## src/rtl/elastic_rr_merge_pkg.sv

```systemverilog
// Shared helpers for the elastic round-robin merge: width calculations used by
// the top level, the per-channel FIFO and the bus interface.
package elastic_pkg;

  function automatic int clog2_min1(input int n);
    int r;
    r = $clog2(n);
    return (r < 1) ? 1 : r;
  endfunction

  function automatic int occ_width(input int depth);
    return $clog2(depth + 1);
  endfunction

endpackage

```

## src/rtl/elastic_rr_merge_if.sv

```systemverilog
// Producer/consumer-side bundle of the elastic round-robin merge.
// The slave modport is the merge block itself.
interface elastic_rr_merge_if
  import elastic_pkg::*;
#(
  parameter int DW     = 16,
  parameter int DEPTH  = 4,
  parameter int NUM_CH = 4
);
  localparam int CW = clog2_min1(NUM_CH);
  localparam int OW = occ_width(DEPTH);

  logic [NUM_CH*DW-1:0] in_data;
  logic [NUM_CH-1:0]    in_vld;
  logic [NUM_CH-1:0]    in_rdy;
  logic [NUM_CH-1:0]    in_afull;
  logic [NUM_CH*OW-1:0] occ;
  logic [DW-1:0]        out_data;
  logic [CW-1:0]        out_ch;
  logic                 out_vld;
  logic                 out_rdy;

  modport master (
    output in_data, in_vld, out_rdy,
    input  in_rdy, in_afull, occ, out_data, out_ch, out_vld
  );

  modport slave (
    input  in_data, in_vld, out_rdy,
    output in_rdy, in_afull, occ, out_data, out_ch, out_vld
  );
endinterface

```

## src/rtl/elastic_rr_merge_fifo.sv

```systemverilog
// One channel's elastic buffer: circular storage with independent head/tail
// wrapping at DEPTH, occupancy count, almost-full flag and synchronous clear.
module elastic_fifo #(
  parameter int DW       = 16,
  parameter int DEPTH    = 4,
  parameter int AFULL_TH = DEPTH - 1,
  parameter int OW       = $clog2(DEPTH + 1)
) (
  input  logic          clk,
  input  logic          rst,
  input  logic          flush,
  input  logic [DW-1:0] i_data,
  input  logic          i_vld,
  output logic          o_rdy,
  input  logic          i_pop,
  output logic [DW-1:0] o_head,
  output logic          o_empty,
  output logic [OW-1:0] o_occ,
  output logic          o_afull
);
  localparam int PW = $clog2(DEPTH);

  logic [DW-1:0] r_mem [DEPTH];
  logic [PW-1:0] r_head;
  logic [PW-1:0] r_tail;
  logic [OW-1:0] r_occ;
  logic          w_clr;
  logic          w_full;
  logic          w_push;
  logic          w_pop;

  function automatic logic [PW-1:0] wrap_inc(input logic [PW-1:0] p);
    return (p == PW'(DEPTH - 1)) ? '0 : p + PW'(1);
  endfunction

  assign w_clr   = rst | flush;
  assign w_full  = (r_occ == OW'(DEPTH));
  assign o_empty = (r_occ == '0);
  // No pass-through: a full channel stays not-ready even while being popped.
  assign o_rdy   = ~w_full & ~w_clr;
  assign w_push  = i_vld & o_rdy;
  assign w_pop   = i_pop & ~o_empty & ~w_clr;
  assign o_head  = r_mem[r_head];
  assign o_occ   = r_occ;
  assign o_afull = (r_occ >= OW'(AFULL_TH));

  always_ff @(posedge clk) begin
    if (w_push) begin
      r_mem[r_tail] <= i_data;
    end
  end

  always_ff @(posedge clk) begin
    if (w_clr) begin
      r_head <= '0;
      r_tail <= '0;
      r_occ  <= '0;
    end else begin
      if (w_push) begin
        r_tail <= wrap_inc(r_tail);
      end
      if (w_pop) begin
        r_head <= wrap_inc(r_head);
      end
      case ({w_push, w_pop})
        2'b10:   r_occ <= r_occ + OW'(1);
        2'b01:   r_occ <= r_occ - OW'(1);
        default: r_occ <= r_occ;
      endcase
    end
  end
endmodule

```

## src/rtl/elastic_rr_merge.sv

```systemverilog
// Merges NUM_CH buffered valid/ready channels onto one tagged output with a
// work-conserving round-robin arbiter that locks its grant while stalled.
module elastic_rr_merge
  import elastic_pkg::*;
#(
  parameter int DW       = 16,
  parameter int DEPTH    = 4,
  parameter int NUM_CH   = 4,
  parameter int AFULL_TH = DEPTH - 1
) (
  input  logic               clk,
  input  logic               rst,
  input  logic               flush,
  elastic_rr_merge_if.slave  bus
);
  localparam int CW = clog2_min1(NUM_CH);
  localparam int OW = occ_width(DEPTH);

  // Arbiter state is sized by CW, so its struct is declared per instance.
  typedef struct packed {
    logic [CW-1:0] rr_ptr;
    logic          locked;
    logic [CW-1:0] lock_ch;
  } arb_state_t;

  arb_state_t        r_arb;
  logic [DW-1:0]     w_head [NUM_CH];
  logic [OW-1:0]     w_occ  [NUM_CH];
  logic [NUM_CH-1:0] w_empty;
  logic [NUM_CH-1:0] w_pop;
  logic [NUM_CH-1:0] w_rdy;
  logic [NUM_CH-1:0] w_afull;
  logic [CW-1:0]     w_scan;
  logic [CW-1:0]     w_idx;
  logic              w_found;
  logic [CW-1:0]     w_sel;
  logic              w_vld;
  logic              w_hs;
  logic [CW-1:0]     w_next;

  for (genvar c = 0; c < NUM_CH; c++) begin : g_ch
    elastic_fifo #(
      .DW       (DW),
      .DEPTH    (DEPTH),
      .AFULL_TH (AFULL_TH),
      .OW       (OW)
    ) u_fifo (
      .clk     (clk),
      .rst     (rst),
      .flush   (flush),
      .i_data  (bus.in_data[c*DW +: DW]),
      .i_vld   (bus.in_vld[c]),
      .o_rdy   (w_rdy[c]),
      .i_pop   (w_pop[c]),
      .o_head  (w_head[c]),
      .o_empty (w_empty[c]),
      .o_occ   (w_occ[c]),
      .o_afull (w_afull[c])
    );
  end

  assign bus.in_rdy   = w_rdy;
  assign bus.in_afull = w_afull;

  always_comb begin
    bus.occ = '0;
    for (int c = 0; c < NUM_CH; c++) begin
      bus.occ[c*OW +: OW] = w_occ[c];
    end
  end

  // First non-empty channel at or after rr_ptr, wrapping modulo NUM_CH.
  always_comb begin
    w_scan  = '0;
    w_idx   = '0;
    w_found = 1'b0;
    for (int k = 0; k < NUM_CH; k++) begin
      w_idx = CW'((int'(r_arb.rr_ptr) + k) % NUM_CH);
      if (!w_found && !w_empty[w_idx]) begin
        w_scan  = w_idx;
        w_found = 1'b1;
      end else begin
        w_found = w_found;
      end
    end
  end

  assign w_sel  = r_arb.locked ? r_arb.lock_ch : w_scan;
  assign w_vld  = (|(~w_empty)) & ~flush & ~rst;
  assign w_hs   = w_vld & bus.out_rdy;
  assign w_next = (w_sel == CW'(NUM_CH - 1)) ? '0 : w_sel + CW'(1);

  assign bus.out_vld  = w_vld;
  assign bus.out_ch   = w_vld ? w_sel : '0;
  assign bus.out_data = w_vld ? w_head[w_sel] : '0;

  always_comb begin
    w_pop = '0;
    for (int c = 0; c < NUM_CH; c++) begin
      if (w_hs && (w_sel == CW'(c))) begin
        w_pop[c] = 1'b1;
      end else begin
        w_pop[c] = 1'b0;
      end
    end
  end

  always_ff @(posedge clk) begin
    if (rst || flush) begin
      r_arb <= '0;
    end else if (w_hs) begin
      r_arb.rr_ptr <= w_next;
      r_arb.locked <= 1'b0;
    end else if (w_vld) begin
      r_arb.locked  <= 1'b1;
      r_arb.lock_ch <= w_sel;
    end else begin
      r_arb <= r_arb;
    end
  end
endmodule
```

## src/flat_wrapper.sv

```systemverilog
// flat-port wrapper written by rule: the top's interface ports become plain ports
module elastic_rr_merge_flat import elastic_pkg::*;
#(
  parameter int DW       = 16,
  parameter int DEPTH    = 4,
  parameter int NUM_CH   = 4,
  parameter int AFULL_TH = DEPTH - 1
)
  (clk, rst, flush, bus_in_data, bus_in_vld, bus_out_rdy, bus_in_rdy, bus_in_afull, bus_occ, bus_out_data, bus_out_ch, bus_out_vld);
  elastic_rr_merge_if #(.DW(DW), .DEPTH(DEPTH), .NUM_CH(NUM_CH)) bus_i ();
  input  logic clk;
  input  logic rst;
  input  logic flush;
  input wire logic [$bits(bus_i.in_data)-1:0] bus_in_data;
  input wire logic [$bits(bus_i.in_vld)-1:0] bus_in_vld;
  input wire logic [$bits(bus_i.out_rdy)-1:0] bus_out_rdy;
  output wire logic [$bits(bus_i.in_rdy)-1:0] bus_in_rdy;
  output wire logic [$bits(bus_i.in_afull)-1:0] bus_in_afull;
  output wire logic [$bits(bus_i.occ)-1:0] bus_occ;
  output wire logic [$bits(bus_i.out_data)-1:0] bus_out_data;
  output wire logic [$bits(bus_i.out_ch)-1:0] bus_out_ch;
  output wire logic [$bits(bus_i.out_vld)-1:0] bus_out_vld;
  assign bus_i.in_data = bus_in_data;
  assign bus_i.in_vld = bus_in_vld;
  assign bus_i.out_rdy = bus_out_rdy;
  assign bus_in_rdy = bus_i.in_rdy;
  assign bus_in_afull = bus_i.in_afull;
  assign bus_occ = bus_i.occ;
  assign bus_out_data = bus_i.out_data;
  assign bus_out_ch = bus_i.out_ch;
  assign bus_out_vld = bus_i.out_vld;
  elastic_rr_merge #(.DW(DW), .DEPTH(DEPTH), .NUM_CH(NUM_CH), .AFULL_TH(AFULL_TH)) u_core (.clk(clk), .rst(rst), .flush(flush), .bus(bus_i));
endmodule
```

## config.mk

```make
export PLATFORM = sky130hd
export DESIGN_NAME = elastic_rr_merge_flat
export DESIGN_NICKNAME = d
export VERILOG_FILES = /design/src/rtl/elastic_rr_merge_pkg.sv /design/src/rtl/elastic_rr_merge_if.sv /design/src/rtl/elastic_rr_merge_fifo.sv /design/src/rtl/elastic_rr_merge.sv /design/src/flat_wrapper.sv
export SDC_FILE = /design/constraint.sdc
export NUM_CORES = 1
export LEC_CHECK = 0
export CAP_MARGIN = 25
export CORE_ASPECT_RATIO = 1.25
export CORE_MARGIN = 8
export CORE_UTILIZATION = 38
export CTS_BUF_LIST = sky130_fd_sc_hd__clkbuf_4 sky130_fd_sc_hd__clkbuf_8 sky130_fd_sc_hd__clkbuf_16
export DETAILED_ROUTE_END_ITERATION = 6
export PLACE_DENSITY = 0.63
export SLEW_MARGIN = 0
export SYNTH_ARGS = -nofsm -noshare
export SYNTH_HDL_FRONTEND = slang
export SYNTH_SLANG_ARGS = --single-unit
```

## constraint.sdc

```tcl
create_clock -name clk -period 8.92 [get_ports clk]
set_input_delay 2.23 -clock clk [delete_from_list [all_inputs] [get_ports clk]]
set_output_delay 2.23 -clock clk [all_outputs]
set_load 0.03 [all_outputs]
```

==> results of run 1 <==
==> tightest hold or removal path: cells and delay by family, from the launching register on <==
family | cells | cell delay (ns)
and+or+nand+nor | 1 | 0.05
DFF | 1 | 0.31
AOI/OAI and AO/OA | 1 | 0.06
==> cell families after synthesis <==
family / count (synthesis) / share of synthesized area (%)
simple gates: 106 / 4.67
compound gates: 60 / 3.72
flops: 297 / 70.3
mux: 102 / 15.1
xor+xnor: 8 / 0.579
fa+ha+maj: 29 / 3.24
buf+inv: 62 / 2.43
==> power by group <==
group / leakage, nW / switching (mW) / internal, mW
clock network: 0.469 / 0.505 / 0.680
logic: 1.79 / 0.0683 / 0.0579
registers: 2.64 / 0.00549 / 1.52
==> cell usage after synthesis (all sizes together), types with 10 or more instances <==
cell type / instances
mux2i: 34
edfxtp: 256
and3: 21
nand2: 18
nor3: 14
o21ai: 10
or3: 10
o22ai: 16
buf: 24
nor2: 26
inv: 24
dfxtp: 41
mux4: 64
clkbuf: 14
ha: 25
a21oi: 12
==> path summary, 6_finish.rpt <==
check | slack [ns] | to | depth (start not counted)
worst min-delay path | 0.48 | u_core.g_ch[2].u_fifo.r_head[1] | 2
worst min register to register | 0.48 | u_core.g_ch[2].u_fifo.r_head[1] | 2
worst max-delay path | 1.73 | bus_out_data[0] | 6
worst max register to register | 5.32 | u_core.g_ch[3].u_fifo.o_occ[2] | 13
==> cell type report <==
| cell class | count | area (µm²) |
|---|---|---|
| clock buffer | 31 | 729 |
| antenna | 3 | 7.51 |
| sequential | 297 | 8510 |
| multi-input combinational | 305 | 3310 |
| timing repair buffer | 116 | 1150 |
| clock inverter | 21 | 204 |
| inverter | 24 | 90.1 |
| fill | 2776 | 17100 |
| tap | 412 | 515 |
==> sequential cells by signal, summed over array words and instances (netlist names), named ones only <==
signal,cells
u_core.r_arb,5
u_core.g_ch.u_fifo.o_occ,12
u_core.g_ch.u_fifo.r_mem,256
u_core.g_ch.u_fifo.r_tail,8
u_core.g_ch.u_fifo.r_head,8
==> through the flow <==
step | area (µm²) | worst slack [ns] | instances | hold slack, ns
after floorplan | 12100 | 2.46 | 664 | 0.446
after global routing | 14500 | 1.57 | 1208 | 0.506
after global placement | 13600 | 1.66 | 1154 | 0.465
final | 14500 | 1.73 | 1209 | 0.480
after detailed placement | 13600 | 1.68 | 1154 | 0.469
after CTS | 14500 | 1.69 | 1206 | 0.479
==> metal layers <==
metal / GRT usage [%] / vias up / share of wire, %
met5: 0 / - / 0.13
met4: 5.97 / 6 / 3.4
met3: 2.97 / 50 / 5.3
met2: 22.5 / 119 / 51
met1: 15.5 / 3124 / 40
li1: - / 2859 / -
==> impl_metrics.csv, run 1 <==
group,metric,value,unit
clock_network,cts_buffers,28,
power,vdd_drop_max,0.131,mV
logic_synthesis,synth_top_area_cell,"edfxtp_1",
clock_network,cts_tree,"done",
grt,grt_pass1_wl,38500,µm
timing,hold_viol,0,
floorplan,dieHeight,216,µm
clock_network,clock_sinks,297,
cells_and_area,drive_above_1_share,18.5,%
route,routedWlPerCell,20.8,µm
power,power,2.84,mW
logic_synthesis,synthDistinctLibCells,46,
route,drt_first_pass_iters,4,
logic_synthesis,ys_seq_elements,297,
worst_setup_path,cp_data_required_time,6.69,ns
logic_synthesis,syn_avg_cell_area,18.2,µm²
worst_setup_path,crit_buf_inv,2,
worst_setup_path,crit_chain,"clkdlybuf4s50_1 > or2_2 > nor2_1 > nand2_2 > o22ai_1 > clkdlybuf4s50_1",
timing,period_share,80.6,%
cells_and_area,fin_nets,873,
logic_synthesis,synth_top_flop_cell,"edfxtp_1",
clock_network,clkTransAtPathRegs,0.06,ns
clock_network,cts_setup_buffers,0,
cells_and_area,fin_util,45.9,%
timing,rsz0062_at_grt,"no",
route,antenna_left,0,
clock_network,cts_buffer_depth,3,
floorplan,start_util,38.3,%
logic_synthesis,synth_edf_count,256,
logic_synthesis,syn-num-nets,765,
logic_synthesis,async_flop_share,0,%
timing,maxSlewHeadroom,38.6,%
worst_setup_path,critPathMaxFanout,30,
floorplan,core_area,31600,µm²
worst_setup_path,crit_family,"simple AND/OR/NAND/NOR gates",
timing,layout_min_cycle_time,7.19,ns
worst_setup_path,crit_slowest_cell,"clkdlybuf4s50_1",
cells_and_area,final_cell_mix,"256 x edfxtp_1, 110 x clkdlybuf4s50_1, 64 x mux4_2",
cells_and_area,mostFrequentLayoutCell,"edfxtp_1",
grt,first_global_vias,6510,
route,detail_route.iter0.violations,318,
timing,max_clock_freq,139,MHz
worst_setup_path,cp-startpoint,"flush",
timing,tns,0,ns
worst_setup_path,startpoint_type,"primary input",
timing,slew_violations,0,
worst_setup_path,end_kind,"primary output",
grt,antenna_found_initial,6,
worst_setup_path,timing.rr.start,"u_core.g_ch[2].u_fifo.o_occ[2]",
worst_hold_path,min-delay-start,"u_core.g_ch[2].u_fifo.r_head[1]",
worst_setup_path,worstPathArrival,4.96,ns
timing,fin_worst_skew,0.0197,ns
clock_network,cts_root_buffer,"clkbuf_16",
clock_network,cts_resized,0,
timing,setup_viol,0,
floorplan,num_rows,73,
cells_and_area,synthToLayoutAreaGrowth,19.8,%
timing,worst_slew_pin_slew,0.922,ns
placement,dpl.hpwl,17900,µm
power,p_leak,4.91,nW
route,drc,0,
clock_network,cts_htree_levels,1,
logic_synthesis,yosysWarnings,0,
grt,grt_start_max_net_pins,31,
worst_setup_path,path_class,"primary input to primary output",
logic_synthesis,yosysTopAreaCellShare,63.5,%
grt,grtUsageTotal,13.1,%
logic_synthesis,synth_area_leaders,"edfxtp_1 63%, mux4_2 12%, dfxtp_1 6.8%",
run_status,status,"completed",
route,vias_per_cell,5.09,
floorplan,die_x,176,µm
clock_network,insertion_delay,0.55,ns
clock_network,cts_hold_buf,0,
placement,port_buffers,110,
logic_synthesis,synthCells,664,
worst_setup_path,path_common_cell,"clkdlybuf4s50_1",
floorplan,ioPinCount,111,
power,cellPowerDensity,196,nW/µm²
placement,place_congestion,0.812,
worst_hold_path,min_path_type,"register to register",
floorplan,dieArea,37900,µm²
route,vias,6158,
route,routed_wl,25100,µm
worst_setup_path,cp_slowest_stage_delay,0.70,ns
flow_run,maxCapViolCount,0,
logic_synthesis,synth_seq_area_share,70.3,%
grt,grt.overflow.total,0,
logic_synthesis,mappedNetlistArea,12100,µm²
No activity file was read; power rests on OpenSTA's default activity.
==> inputs of run 2 (changes only) <==
PLACE_DENSITY = 0.65   (was 0.63)
clock period = 6.4 ns   (was 8.92 ns; I/O delays follow)
==> impl_metrics.csv, run 2 (same netlist as run 1, synthesis figures left out) <==
group,metric,value,unit
worst_setup_path,cp_data_required_time,4.80,ns
placement,port_buffers,110,
placement,pre_cts_ws,0.698,ns
flow_run,maxCapViolCount,0,
floorplan,start_util,38.3,%
grt,grtUsageTotal,13.3,%
clock_network,cts_setup_buffers,0,
grt,grt_start_max_net_pins,30,
timing,setup_viol,0,
route,routedWlPerCell,20.7,µm
grt,first_global_vias,6605,
route,drt_first_pass_iters,4,
power,cellPowerDensity,267,nW/µm²
worst_setup_path,end_kind,"primary output",
floorplan,num_rows,73,
timing,setup_slack,0.756,ns
clock_network,cts_htree_levels,1,
timing,maxSlewHeadroom,36.9,%
clock_network,cts_root_buffer,"clkbuf_16",
timing,max_clock_freq,177,MHz
power,p_leak,4.91,nW
worst_hold_path,hold_end,"u_core.g_ch[1].u_fifo.r_head[1]",
grt,antenna_found_initial,3,
clock_network,cts_hold_buf,0,
floorplan,dieArea,37900,µm²
cells_and_area,mostFrequentLayoutCell,"edfxtp_1",
floorplan,core_area,31600,µm²
clock_network,cts_buffer_depth,3,
timing,hold_viol,0,
placement,place_congestion,0.803,
route,routed_wl,25100,µm
grt,grt_pass1_wl,38900,µm
clock_network,cts_buffers,29,
clock_network,insertion_delay,0.55,ns
worst_hold_path,min_path_type,"register to register",
floorplan,dieHeight,216,µm
route,vias,6160,
cells_and_area,synthToLayoutAreaGrowth,19.8,%
timing,period_share,88.2,%
cells_and_area,largest_reg_flops,256,
worst_setup_path,path_class,"primary input to primary output",
worst_setup_path,rrSetupSlack,2.90,ns
worst_setup_path,worstPathArrival,4.04,ns
timing,tns,0,ns
cells_and_area,top_register,"u_core.g_ch.u_fifo.r_mem",
floorplan,die_x,176,µm
timing,worst_slew_pin_slew,0.946,ns
timing,fin_worst_skew,0.0214,ns
worst_hold_path,min-delay-start,"u_core.g_ch[1].u_fifo.r_head[1]",
timing,rsz0062_at_grt,"no",
route,vias_per_cell,5.08,
clock_network,clock_sinks,297,
worst_setup_path,startpoint_type,"primary input",
worst_setup_path,r2r_cells,13,
clock_network,clkTransAtPathRegs,0.06,ns
floorplan,ioPinCount,111,
route,antenna_left,0,
cells_and_area,drive_above_1_share,18.4,%
route,drc,0,
route,detail_route.iter0.violations,365,
worst_setup_path,rr_endpoint,"u_core.g_ch[3].u_fifo.o_occ[2]",
placement,placed_cells,1157,
cells_and_area,fin_util,45.9,%
grt,grt.overflow.total,0,
run_status,status,"completed",
worst_setup_path,timing.rr.start,"u_core.g_ch[3].u_fifo.o_occ[2]",
timing,layout_min_cycle_time,5.64,ns
clock_network,cts_resized,0,
cells_and_area,n_fill_cell,2773,
cells_and_area,fin_nets,878,
power,vdd_drop_max,0.144,mV
cells_and_area,final_cell_mix,"256 x edfxtp_1, 110 x clkdlybuf4s50_1, 64 x mux4_2",
worst_hold_path,worstHoldPathCells,2,
placement,dpl.hpwl,17900,µm
timing,whs,0.484,ns
cells_and_area,stdcell_count,1213,
worst_setup_path,critPathMaxFanout,16,
timing,slew_violations,0,
clock_network,cts_tree,"done",
-- run 2: how the worst max path moves through the flow --
stage | from | to | slack [ns] | cells after the start
5_1_grt | flush | bus_out_data[2] | 0.60 | 6
3_5_place_dp | flush | bus_out_data[6] | 0.70 | 6
3_3_place_gp | flush | bus_out_data[15] | 0.79 | 6
6_report | flush | bus_out_data[2] | 0.76 | 6
2_1_floorplan | flush | bus_out_data[6] | 1.20 | 6
4_1_cts | flush | bus_out_data[6] | 0.69 | 6
-- run 2: critical path, stage by stage --
cell and delay, ns:
clkdlybuf4s50_1 0.41, or2_2 0.31, nor2_1 0.28, nand2_2 0.41, o22ai_1 0.31, clkdlybuf4s50_1 0.71
-- run 2: power by group --
group          switching (mW)  leakage (nW)  total, mW  internal [mW]
Combinational          0.0958          1.82      0.179         0.0833
Sequential            0.00779          2.64       2.13           2.12
Clock                   0.681         0.445       1.56          0.883
Total                   0.785          4.91       3.87           3.09
-- run 2: per-layer routing --
layer  GRT usage [%]  share of wire [%]  routed length [µm]
met5               0              0.088                  22
met4            4.59                2.3                 586
met3            3.04                5.4                1370
met2            23.1                 51               12700
met1            15.9                 42               10400
-- run 2: cell type report --
class | count | area (µm²) | share of cell area [%]
sequential | 297 | 8510 | 58.6
inverter | 24 | 90.1 | 0.621
clock inverter | 21 | 121 | 0.836
tap | 412 | 515 | 3.55
clock buffer | 33 | 756 | 5.21
timing repair buffer | 120 | 1210 | 8.33
multi-input combinational | 305 | 3310 | 22.8
antenna | 1 | 2.50 | 0.0172
-- run 2: stage by stage --
stage	instance area [µm²]	total power [mW]
3_3_place_gp	13600	2.35
4_1_cts	14500	3.91
6_report	14500	3.87
5_1_grt	14500	4.00
2_1_floorplan	12100	2.25
3_5_place_dp	13600	2.35
==> inputs of run 3 (changes only) <==
CTS_CLUSTER_DIAMETER = 120   (was unset)
SYNTH_HIERARCHICAL = 1   (was unset)
==> impl_metrics.csv, run 3 <==
group,metric,value,unit
run_status,status,"completed",
placement,place_congestion,0.760,
logic_synthesis,synth_top_flop_cell,"edfxtp_1",
logic_synthesis,synth_area_leaders,"edfxtp_1 63%, mux4_2 12%, dfxtp_1 6.8%",
route,routed_wl,25300,µm
flow_run,maxCapViolCount,0,
power,vdd_drop_max,0.200,mV
cells_and_area,largest_reg_flops,256,
route,vias_per_cell,5.12,
logic_synthesis,synth-simple-area-share,5.34,%
logic_synthesis,ys_seq_elements,297,
logic_synthesis,synthCells,671,
logic_synthesis,synthTopCellsByCount,"256 x edfxtp_1, 64 x mux4_2, 41 x dfxtp_1, 33 x mux2i_1, 32 x nor2_1",
power,p_leak,4.88,nW
clock_network,cts_resized,0,
route,antenna_left,0,
timing,maxSlewHeadroom,40.3,%
grt,grt.overflow.total,0,
clock_network,cts_root_buffer,"clkbuf_16",
floorplan,ioPinCount,111,
worst_setup_path,startpoint_type,"primary input",
clock_network,insertion_delay,0.56,ns
floorplan,dieArea,38000,µm²
grt,grt_start_max_net_pins,33,
worst_setup_path,path_class,"primary input to primary output",
floorplan,die_x,176,µm
grt,grt_pass1_wl,38800,µm
placement,port_buffers,110,
logic_synthesis,synthXorXnorAreaFrac,0.576,%
timing,tns,0,ns
timing,setup_viol,0,
worst_setup_path,cp_data_required_time,4.80,ns
grt,first_global_vias,6555,
logic_synthesis,synth_compound_area_share,3.76,%
timing,hold_viol,0,
route,drc,0,
grt,grtUsageTotal,13.3,%
clock_network,cts_htree_levels,1,
timing,slew_violations,0,
power,cellPowerDensity,277,nW/µm²
cells_and_area,synthToLayoutAreaGrowth,20.4,%
route,detail_route.iter0.violations,348,
route,vias,6277,
logic_synthesis,synth_top_family_by_area,"multiplexers",
clock_network,cts_tree,"done",
worst_setup_path,end_kind,"primary output",
floorplan,num_rows,73,
worst_hold_path,min_path_type,"register to register",
cells_and_area,drive_above_1_share,20.3,%
cells_and_area,top_register,"u_core/g_ch.u_fifo/r_mem",
floorplan,core_area,31700,µm²
logic_synthesis,synth_edf_count,256,
clock_network,clkTransAtPathRegs,0.06,ns
logic_synthesis,synth_mux_area_share,14.7,%
clock_network,clock_sinks,297,
cells_and_area,fin_nets,888,
worst_setup_path,critPathMaxFanout,16,
grt,antenna_found_initial,1,
logic_synthesis,synth_most_common_cell,"edfxtp_1",
logic_synthesis,yosysTopAreaCellShare,63.2,%
route,drt_first_pass_iters,6,
logic_synthesis,synth_top_area_cell,"edfxtp_1",
clock_network,cts_setup_buffers,0,
timing,layout_min_cycle_time,5.62,ns
clock_network,cts_buffer_depth,3,
floorplan,dieHeight,216,µm
timing,rsz0062_at_grt,"no",
logic_synthesis,mappedNetlistArea,12200,µm²
timing,period_share,87.8,%
route,routedWlPerCell,20.7,µm
cells_and_area,fin_util,46.2,%
logic_synthesis,async_flop_share,0,%
logic_synthesis,syn_avg_cell_area,18.1,µm²
floorplan,start_util,38.3,%
placement,dpl.hpwl,18100,µm
clock_network,cts_buffers,29,
logic_synthesis,synth_seq_area_share,70.0,%
cells_and_area,final_cell_mix,"256 x edfxtp_1, 110 x clkdlybuf4s50_1, 64 x mux4_2",
timing,max_clock_freq,178,MHz
timing,worst_slew_pin_slew,0.894,ns
logic_synthesis,syn-num-nets,771,
clock_network,cts_hold_buf,0,
logic_synthesis,yosys.area_share.adder,3.13,%
worst_setup_path,rrSetupSlack,2.52,ns
logic_synthesis,yosysWarnings,6,
timing,fin_worst_skew,0.0223,ns
worst_setup_path,worstPathArrival,4.02,ns
logic_synthesis,synthDistinctLibCells,49,
cells_and_area,mostFrequentLayoutCell,"edfxtp_1",
-- run 3: cell types whose count changed in the layout (fill, tap and decap cells not counted), moves of 6 or more --
cell / delta
and2_2: +6
and3_1: -18
and3_2: +12
inv_1: +9
nor2_1: +6
nor3_1: -7
o22ai_1: +8
o22ai_2: -8
o31ai_2: +6
-- run 3: final timing paths --
path / end / from / depth (start not counted)
worst max register to register: u_core/g_ch[3].u_fifo/o_occ[2] / u_core/g_ch[0].u_fifo/o_occ[0] / 13
worst max-delay path: bus_out_data[13] / flush / 7
worst min register to register: register / u_core/g_ch[1].u_fifo/r_head[0] / 2
worst min-delay path: register / u_core/g_ch[1].u_fifo/r_head[0] / 2
-- run 3: logic make-up after synthesis --
| family | count (synthesis) |
|---|---|
| AND/OR/NAND/NOR | 116 |
| AO/OA/AOI/OAI | 63 |
| XOR/XNOR | 8 |
| multiplexers | 98 |
| buffers and inverters | 61 |
| adder cells (fa/ha/maj) | 28 |
| flip-flops | 297 |
-- run 3: final cells by class --
cell class	instances	area, µm²
fill	2697	17100
sequential	297	8510
multi-input combinational	313	3340
timing repair buffer	116	1160
clock buffer	34	776
tap	412	515
clock inverter	20	213
inverter	31	116
antenna	2	5.00
-- run 3: worst max-delay path: stages --
cell and delay [ns]:
clkdlybuf4s50_1 0.61, nor2_1 0.26, nand2_1 0.10, inv_1 0.12, nand2_2 0.29, o22ai_1 0.32
clkdlybuf4s50_1 0.71
-- run 3: through the flow --
step	setup slack [ns]	hold slack [ns]	cells	cell area [µm²]	total power, mW
final	0.778	0.497	1225	14600	4.05
after floorplan	1.88	0.458	671	12200	2.26
after detailed placement	0.785	0.484	1168	13600	2.36
after global routing	0.614	0.524	1224	14600	4.18
after global placement	0.849	0.487	1168	13600	2.36
after CTS	0.632	0.497	1222	14600	4.09
-- run 3: power breakdown --
part	internal [mW]	switching (mW)	total, mW
registers	2.12	0.00776	2.13
clock network	1.03	0.698	1.73
logic	0.0884	0.101	0.189
total	3.24	0.807	4.05
-- run 3: routing by layer --
layer / global-route usage (%) / vias up / routed length, µm
li1: - / 2879 / -
met1: 16.6 / 3215 / 10300
met2: 22.5 / 141 / 12800
met3: 2.74 / 42 / 1410
met4: 4.76 / 0 / 727
met5: 0 / - / 0
